--- config.mk ---
export PLATFORM = sky130hd
export DESIGN_NAME = mem_arbiter
export DESIGN_NICKNAME = d
export VERILOG_FILES = /design/src/rtl/mem_arbiter.sv
export SDC_FILE = /design/constraint.sdc
export NUM_CORES = 1
export LEC_CHECK = 0
export ABC_AREA = 1
export CORE_AREA = 2 2 96 98
export DETAILED_ROUTE_END_ITERATION = 6
export DIE_AREA = 0 0 98 100
export PLACE_DENSITY = 0.86
export SLEW_MARGIN = 20
export SYNTH_ARGS = -nofsm -noshare
export SYNTH_HDL_FRONTEND = slang
export SYNTH_SLANG_ARGS = --single-unit
--- constraint.sdc ---
create_clock -name clk -period 1.8 [get_ports clk]
set_input_delay 0.27 -clock clk [delete_from_list [all_inputs] [get_ports clk]]
set_output_delay 0.27 -clock clk [all_outputs]
set_load 0.02 [all_outputs]
--- src/rtl/mem_arbiter.sv ---
// Two-port (fetch/data) arbiter in front of a single-port synchronous RAM with 1-cycle read latency.
// Optional instruction anti-starvation guard is enabled by defining ARB_STARVE_GUARD_EN.
module mem_arbiter #(
  parameter int unsigned ADDR_W     = 10,
  parameter int unsigned STARVE_MAX = 4
) (
  input  logic              clk,
  input  logic              rst_n,
  input  logic              i_req,
  input  logic [31:0]       i_addr,
  output logic              i_gnt,
  output logic              i_rvalid,
  output logic [31:0]       i_rdata,
  input  logic              d_req,
  input  logic [3:0]        d_we,
  input  logic [31:0]       d_addr,
  input  logic [31:0]       d_wdata,
  output logic              d_gnt,
  output logic              d_rvalid,
  output logic [31:0]       d_rdata,
  output logic              m_ena,
  output logic [3:0]        m_wea,
  output logic [ADDR_W-1:0] m_addr,
  output logic [31:0]       m_dina,
  input  logic [31:0]       m_douta
);

  typedef enum logic [1:0] {StIdle, StRdI, StRdD} state_e;

  state_e      state_q, state_d;
  logic [31:0] i_rdata_q, i_rdata_d;
  logic [31:0] d_rdata_q, d_rdata_d;
  logic        guard;

  // Upper address bits are outside the RAM and intentionally ignored.
  logic unused_addr;
  assign unused_addr = ^{i_addr[31:ADDR_W], d_addr[31:ADDR_W]};

`ifdef ARB_STARVE_GUARD_EN
  localparam int unsigned CntW = $clog2(STARVE_MAX + 1);

  logic [CntW-1:0] starve_q, starve_d;

  assign guard = (starve_q == CntW'(STARVE_MAX));

  always_comb begin
    starve_d = starve_q;
    if (!i_req || i_gnt) begin
      starve_d = '0;
    end else if (!guard) begin
      starve_d = starve_q + 1'b1;
    end
  end

  always_ff @(posedge clk or negedge rst_n) begin
    if (!rst_n) begin
      starve_q <= '0;
    end else begin
      starve_q <= starve_d;
    end
  end
`else
  assign guard = 1'b0;
`endif

  // Grants are gated by rst_n so nothing reaches the RAM while in reset.
  always_comb begin
    i_gnt  = rst_n & i_req & (~d_req | guard);
    d_gnt  = rst_n & d_req & ~i_gnt;
    m_ena  = i_gnt | d_gnt;
    m_wea  = d_gnt ? d_we : 4'b0000;
    m_addr = d_gnt ? d_addr[ADDR_W-1:0] : i_addr[ADDR_W-1:0];
    m_dina = d_wdata;
  end

  always_comb begin
    state_d = StIdle;
    if (i_gnt) begin
      state_d = StRdI;
    end else if (d_gnt && (d_we == 4'b0000)) begin
      state_d = StRdD;
    end
  end

  // Read data is forwarded straight from the RAM in the response cycle and held afterwards.
  always_comb begin
    i_rdata_d = (state_q == StRdI) ? m_douta : i_rdata_q;
    d_rdata_d = (state_q == StRdD) ? m_douta : d_rdata_q;
  end

  always_ff @(posedge clk or negedge rst_n) begin
    if (!rst_n) begin
      state_q   <= StIdle;
      i_rdata_q <= '0;
      d_rdata_q <= '0;
    end else begin
      state_q   <= state_d;
      i_rdata_q <= i_rdata_d;
      d_rdata_q <= d_rdata_d;
    end
  end

  assign i_rvalid = (state_q == StRdI);
  assign d_rvalid = (state_q == StRdD);
  assign i_rdata  = i_rdata_d;
  assign d_rdata  = d_rdata_d;

endmodule
# [After elaboration in Yosys (flattened, before gate mapping)]
# Index checks and enable logic that the tools add are counted.
# W data, S select, Z words.
[op_classes] eq_ne=2 muxes=6 bitwise_logic=7 n_reduce_logical=2
[op_table] cell="$mux W32" count=2
[op_table] cell="$mux W10" count=1
[op_table] cell="$and A1 B1 Y1" count=4
[op_table] cell="$logic_not A4 Y1" count=1
[op_table] cell="$mux W2" count=2
[op_table] cell="$mux W4" count=1
[op_table] cell="$eq A2 B1 Y1 const B" count=1
[op_table] cell="$eq A2 B2 Y1 const B" count=1
[op_table] cell="$not A1 Y1" count=2
[op_table] cell="$logic_and A1 B1 Y1" count=1
[op_table] cell="$or A1 B1 Y1" count=1
[totals] register_bits=66 input_bits=136 out_inout_bits=115 elab_cells=20

# [Longest topological paths before layout]
# Gate-level depths: netlist of run 1.
[logic_depth] word_depth=7 ltp_mapped=6 depth_no_buf=4

# [Worst setup path before layout of run 1]
# Ideal clock, no wire load.
[synth_timing] path_type="register -> output" start="register state_q[0]" end="output port d_rdata[22]" arrival_time_ns=0.954 required_time_ns=1.530 slack_ns=0.576 stages_incl_launch_ff=6 path_buffers=2 path_cell_list="dfrtp_1 > buf_4 > inv_4 > buf_4 > nand3_1 > nand2_1"
[synth_between] elab_chain_cells=2
[synth_rtl] item="start: declaration" line_no="30" rtl="state_e state_q, state_d;"
[synth_rtl] item="start signal: assignment" line_no="93" rtl="state_q <= StIdle;"
[synth_rtl] item="start signal: assignment" line_no="97" rtl="state_q <= state_d;"
[synth_rtl] item="$eq A2 B2 Y1" line_no="88" rtl="d_rdata_d = (state_q == StRdD) ? m_douta : d_rdata_q;"
[synth_rtl] item="$mux W32" line_no="88"
[synth_rtl] item="end: declaration" line_no="20" rtl="output logic [31:0] d_rdata,"
# Every way passes these cells.

# [Worst setup path after layout of run 1]
[layout_timing] start="register state_q[1]" end="output port i_rdata[8]"
[layout_between] elab_chain_cells=2
[layout_rtl] item="$eq A2 B1 Y1" line_no="87" rtl="i_rdata_d = (state_q == StRdI) ? m_douta : i_rdata_q;"
[layout_rtl] item="$mux W32" line_no="87"
[layout_rtl] item="end: declaration" line_no="13" rtl="output logic [31:0] i_rdata,"
# Every way passes these cells.

==> out/qor.txt, run 1 <==
Nets: 654
most frequent cells in the layout: nand2_1, dfrtp_1, nand3_1, clkdlybuf4s50_1, buf_4
first-pass GRT wire length: 16100 um
Startpoint Class: flip-flop
GR Util All Layers: 0.210
Leak Pwr: 0.00257 uW
Max-cap violations: 0
H-tree depth: 3
fmax: 564 MHz
Slew @ Worst Pin: 0.424 ns
largest net degree at the start of global routing: 35
Worst-Skew Late Latency: 0.34 ns
Die Wd: 98 um
GRT overflow: 0
vias per cell: 4.81
DRT iter0 DRCs: 124
CP arrival: 1.50 ns
total die area: 0.00980 mm2
Clk pin slew, worst setup/hold paths: 0.08 ns
Non-Filler Cell Area, Final: 0.00489 mm2
WP depth: 6
top-area cell type share of the netlist area: 0.533
drc violations: 0
HPWL Detailed: 7820 um
# diodes: 0
mapped cell area: 0.00310 mm2
peak supply drop: 0.000646 V
CP top delay family: buffers and inverters
Netlist cell types: 13
Mapped Cells: 366
1st-pass router iterations: 4
Buf+Inv Stages, Crit Path: 4
CP required: 1.53 ns
gpl congestion: 0.849
RSZ-0062 raised after global routing: yes
vias in the first global route: 3141
synth top area cells: dfrtp_1, nand2_1, nand3_1
Die Height: 100 um
critical-path maximum fanout: 15
Crit Path Class: reg2out
DR WL/cell: 16.5 um
Area Growth Syn to Fin: 57.9%
Worst slew margin: 0.717
most used cell, CP: buf_12
final count of negative-setup-slack endpoints: 0
Ports: 251
worst hold margin: 0.0245 ns
Synthesis Warnings: 0
Seq/Total Area, Yosys: 0.533
initial antenna violation count: 0
Fin Clk Skew: 0.0120 ns
CTS sink cnt: 66
CTS tree: yes
# hold bufs at CTS: 0
final hold violation count: 0
FF+latch count, synth: 66
min Tclk post-route: 1.77 ns
final cycle utilization of the critical path: 0.984
core outline area: 0.00889 mm2
worst hold path class: in2async
fraction of layout cells with a size suffix above 1: 0.331
commonest non-fill, non-tap cell in the layout: nand2_1
Clock Path Buffers: 2
critical path, cell by cell: inv_4, buf_12, buf_12, nand3_1, nand2_1, buf_4
Initial Util: 0.348
cts bufs inserted: 9
crit-path max cell delay: 0.47 ns
Post-DP Area: 0.00471 mm2
wirelength, routed: 10400 um
Fin Setup TNS: 0 ns
Routed Antenna Nets: 0
Setup crit end kind: primary output
Final Max Slew Viols: 0
syn_nets: 502
Crit-path slowest cell: dfrtp_2
Reg2Reg Depth: 6
IO Port Bufs: 142
FP Rows: 35
via count: 3048
Root Driver: clkbuf_8
Mean Syn Cell Area: 8.46 um2
status: finished clean
Synth area leader: dfrtp_1
power per cell area: 1040 mW/mm2
worst register-to-register path, cell delays in order (launching register included):
cell and delay [ns]:
dfrtp_2 0.47, inv_4 0.12, nand2_4 0.07, buf_12 0.15, nand2_1 0.09, nand2_2 0.07, buf_4 0.13
worst paths after layout:
kind                                         start                       to  slack [ns]
min reg2reg                d_rdata_q[25]$_DFF_PN0_  d_rdata_q[25]$_DFF_PN0_        0.47
max reg2reg                   state_q[0]$_DFF_PN0_  d_rdata_q[10]$_DFF_PN0_        0.58
max                           state_q[1]$_DFF_PN0_               i_rdata[8]        0.03
min                                          rst_n   i_rdata_q[8]$_DFF_PN0_        0.02
min in group clk                             rst_n     state_q[0]$_DFF_PN0_        0.35
max in group asynchronous                    rst_n  i_rdata_q[17]$_DFF_PN0_        1.46
metrics by stage:
step | util | std cells | total power (uW) | worst slack (ns)
final | 0.550 | 634 | 5110 | 0.0282
after global routing | 0.550 | 634 | 5380 | -0.0524
after CTS | 0.526 | 628 | 4960 | 0.000354
after detailed placement | 0.530 | 610 | 3840 | -0.244
after global placement | 0.530 | 610 | 3780 | -0.257
after floorplan | - | 366 | 2790 | 0.576
cells in the mapped netlist, drive strengths merged:
library cell and number:
inv 11, nand3 64, dfrtp 66, nor3 1, nor2 7, o21ai 1, nand2 162, buf 54
cells by family after synthesis:
| logic type | Yosys count | synth area share |
|---|---|---|
| AOI/OAI and AO/OA | 1 | 0.00161 |
| DFF | 66 | 0.533 |
| and+or+nand+nor | 234 | 0.316 |
| buffers and inverters | 65 | 0.149 |
layout make-up:
cell class,instances,area [um2]
well taps,111,139
inverters,11,46.3
multi-input cells,235,1050
clock buffers,10,128
clock inverters,6,90.1
fillers,790,4000
repair buffers,195,1780
flip-flops and latches,66,1650
power breakdown:
part,total (uW),switching [uW],leakage (uW),internal [uW]
clock,1370,584,0.000107,785
sequential,1870,89.0,0.000776,1780
combinational,1870,1020,0.00169,849
total,5110,1700,0.00257,3410
repair_timing:
item                                    4_1_cts  5_1_grt
gates resized for setup                     296       78
hold endpoints to repair                      0        0
pin swaps                                     1       11
cloned                                        0        1
setup buffers                                 2        5
endpoints found under the setup margin       83       52
metal layers:
metal	wire, um	up-vias	share of wire	GRT usage
li1	-	1413	-	-
met3	941	22	0.090	0.0641
met4	335	0	0.032	0.0951
met1	3540	1434	0.34	0.232
met2	5630	179	0.54	0.375
met5	0	-	0	0
sequential cells by signal, summed over array words and instances (netlist names):
register,cells
d_rdata_q,32
i_rdata_q,32
state_q,2
(Power assumes the default switching activity.)
==> run 2, diff against run 1 <==
--- a/config.mk
+++ b/config.mk
@@ -6,10 +6,11 @@
 export NUM_CORES = 1
 export LEC_CHECK = 0
 export ABC_AREA = 1
-export CORE_AREA = 2 2 96 98
+export CORE_ASPECT_RATIO = 0.5
+export CORE_UTILIZATION = 36
 export DETAILED_ROUTE_END_ITERATION = 6
-export DIE_AREA = 0 0 98 100
-export PLACE_DENSITY = 0.86
+export GPL_ROUTABILITY_DRIVEN = 0
+export PLACE_DENSITY = 0.87
 export SLEW_MARGIN = 20
 export SYNTH_ARGS = -nofsm -noshare
 export SYNTH_HDL_FRONTEND = slang
==> run 2 against run 1 <==
Non-clock buffer count is 29 lower. Largest cell class is now registers. Clock skew is 0.0075 ns lower. Total power is 3.3% higher. Worst setup slack worse by 0.0085 ns. Global-route usage is 2.7 points higher. Maximum frequency is 0.48% lower. Register-to-register slack better by 0.05 ns. Critical endpoint is now i_rdata[31]. Utilization is 0.49 points higher. Sequential power hardly changed. Final cell count is 4.6% lower. First-iteration DRC count is 120% higher.
==> out/qor.txt, run 2 (synthesis gave the netlist of run 1 again) <==
total die area: 0.00900 mm2
initial antenna violation count: 0
commonest non-fill, non-tap cell in the layout: nand2_1
# diodes: 0
first-pass GRT wire length: 15900 um
power per cell area: 1160 mW/mm2
fmax: 562 MHz
Worst slew margin: 0.465
HPWL Detailed: 7060 um
min Tclk post-route: 1.78 ns
final count of negative-setup-slack endpoints: 0
Crit Path Class: reg2out
Nets: 625
CTS tree: yes
Initial Util: 0.379
Setup crit end kind: primary output
worst hold margin: 0.174 ns
Max-cap violations: 0
GRT overflow: 0
met1 wire length: 3850 um
CP required: 1.53 ns
Routed Antenna Nets: 0
via count: 2949
core outline area: 0.00817 mm2
most frequent cells in the layout: nand2_1, nand3_1, dfrtp_1, clkdlybuf4s50_1, buf_2
Leak Pwr: 0.00240 uW
1st-pass router iterations: 7
Critical Path Start: state_q[1]$_DFF_PN0_
FP Rows: 23
worst hold path class: in2async
wirelength, routed: 10700 um
Switching Fraction: 0.321
vias per cell: 4.87
drc violations: 0
Die Wd: 133 um
H-tree depth: 3
critical-path maximum fanout: 12
Slew @ Worst Pin: 0.802 ns
Area Growth Syn to Fin: 46.5%
final hold violation count: 0
final cycle utilization of the critical path: 0.989
Fin Clk Skew: 0.00450 ns
Clock Path Buffers: 2
Startpoint Class: flip-flop
Clock power frac: 0.350
status: finished clean
Comb power frac: 0.293
IO Port Bufs: 142
Root Driver: clkbuf_16
cts bufs inserted: 9
internal cell power: 3590 uW
met3 wire len: 952 um
pre-CTS setup slack: -0.255 ns
CTS sink cnt: 66
peak supply drop: 0.000519 V
Regs by FF count: d_rdata_q x32, i_rdata_q x32, state_q x2
Sequential Power Share: 0.357
met2 WL: 5430 um
post-route setup slack: 0.0198 ns
Die Height: 67.6 um
GR Util All Layers: 0.237
DR WL/cell: 17.7 um
fraction of layout cells with a size suffix above 1: 0.249
flop2flop setup slack: 0.63 ns
largest net degree at the start of global routing: 67
Clk pin slew, worst setup/hold paths: 0.06 ns
Top Metal Used: met4
vias in the first global route: 2872
DRT iter0 DRCs: 274
Critical R2R Launch: state_q[1]$_DFF_PN0_
Final Max Slew Viols: 0
Ports: 251
CP arrival: 1.51 ns
switching power: 1690 uW
Worst-Skew Late Latency: 0.33 ns
run 2: cell count changes in the layout (fill, tap and decap cells not counted), moves of 4 or more:
cell	change
buf_12	-4
buf_2	+18
buf_4	-24
buf_6	-20
clkbuf_16	+8
clkbuf_8	-8
nand2_1	+18
nand2_2	-18
run 2: final cells by class:
type	instances	area, um2
clock buffers	10	239
flip-flops and latches	66	1650
well taps	112	140
multi-input cells	235	995
inverters	11	46.3
clock inverters	5	78.8
fillers	714	3640
repair buffers	166	1380
run 2: per-layer routing:
layer | vias to the layer above | track usage
met5 | - | 0
met4 | 0 | 0.139
met3 | 40 | 0.0871
met2 | 170 | 0.416
met1 | 1379 | 0.255
li1 | 1360 | -
run 2: through the flow:
step           cell area, um2  power (uW)  utilization  TNS [ns]  instances
6_report                 4540        5280        0.555         0        605
5_1_grt                  4540        5510        0.555   -0.0316        605
4_1_cts                  4630        5330        0.567         0        605
3_5_place_dp             4510        3690        0.552     -5.65        589
3_3_place_gp             4510        3640        0.552     -4.27        589
2_1_floorplan            3100        2790            -         0        366
run 2: worst paths after layout:
path | to | cells after the start
min | i_rdata_q[8]$_DFF_PN0_ | 2
max reg2reg | i_rdata_q[6]$_DFF_PN0_ | 6
max | i_rdata[31] | 6
min in group clk | state_q[0]$_DFF_PN0_ | 4
max in group asynchronous | state_q[0]$_DFF_PN0_ | 2
min reg2reg | d_rdata_q[23]$_DFF_PN0_ | 2
run 2: critical path: stages (launching register included):
cell     delay [ns]
dfrtp_2        0.46
inv_4          0.11
buf_4          0.12
buf_12         0.12
nand3_1        0.10
nand2_1        0.11
buf_4          0.15
run 2: repair_timing:
action | 4_1_cts | 5_1_grt
setup buffers | 1 | 0
resized for setup | 262 | 60
endpoints found under the setup margin | 83 | 46
hold buffers | 0 | 0
pin swaps | 0 | 5
run 2: power by group through the flow:
stage,logic [uW],clock network (uW),registers (uW)
finish,1550,1850,1880
global route,1660,1950,1910
CTS,1590,1870,1880
detailed placement,1790,0,1890
global placement,1760,0,1870
floorplan,921,0,1860
==> run 3, diff against run 2 <==
--- a/config.mk
+++ b/config.mk
@@ -8,6 +8,7 @@
 export ABC_AREA = 1
 export CORE_ASPECT_RATIO = 0.5
 export CORE_UTILIZATION = 36
+export CTS_CLUSTER_SIZE = 40
 export DETAILED_ROUTE_END_ITERATION = 6
 export GPL_ROUTABILITY_DRIVEN = 0
 export PLACE_DENSITY = 0.87
==> results of run 3 <==
No change in the layout: final DEF, timing and power equal those of run 2.
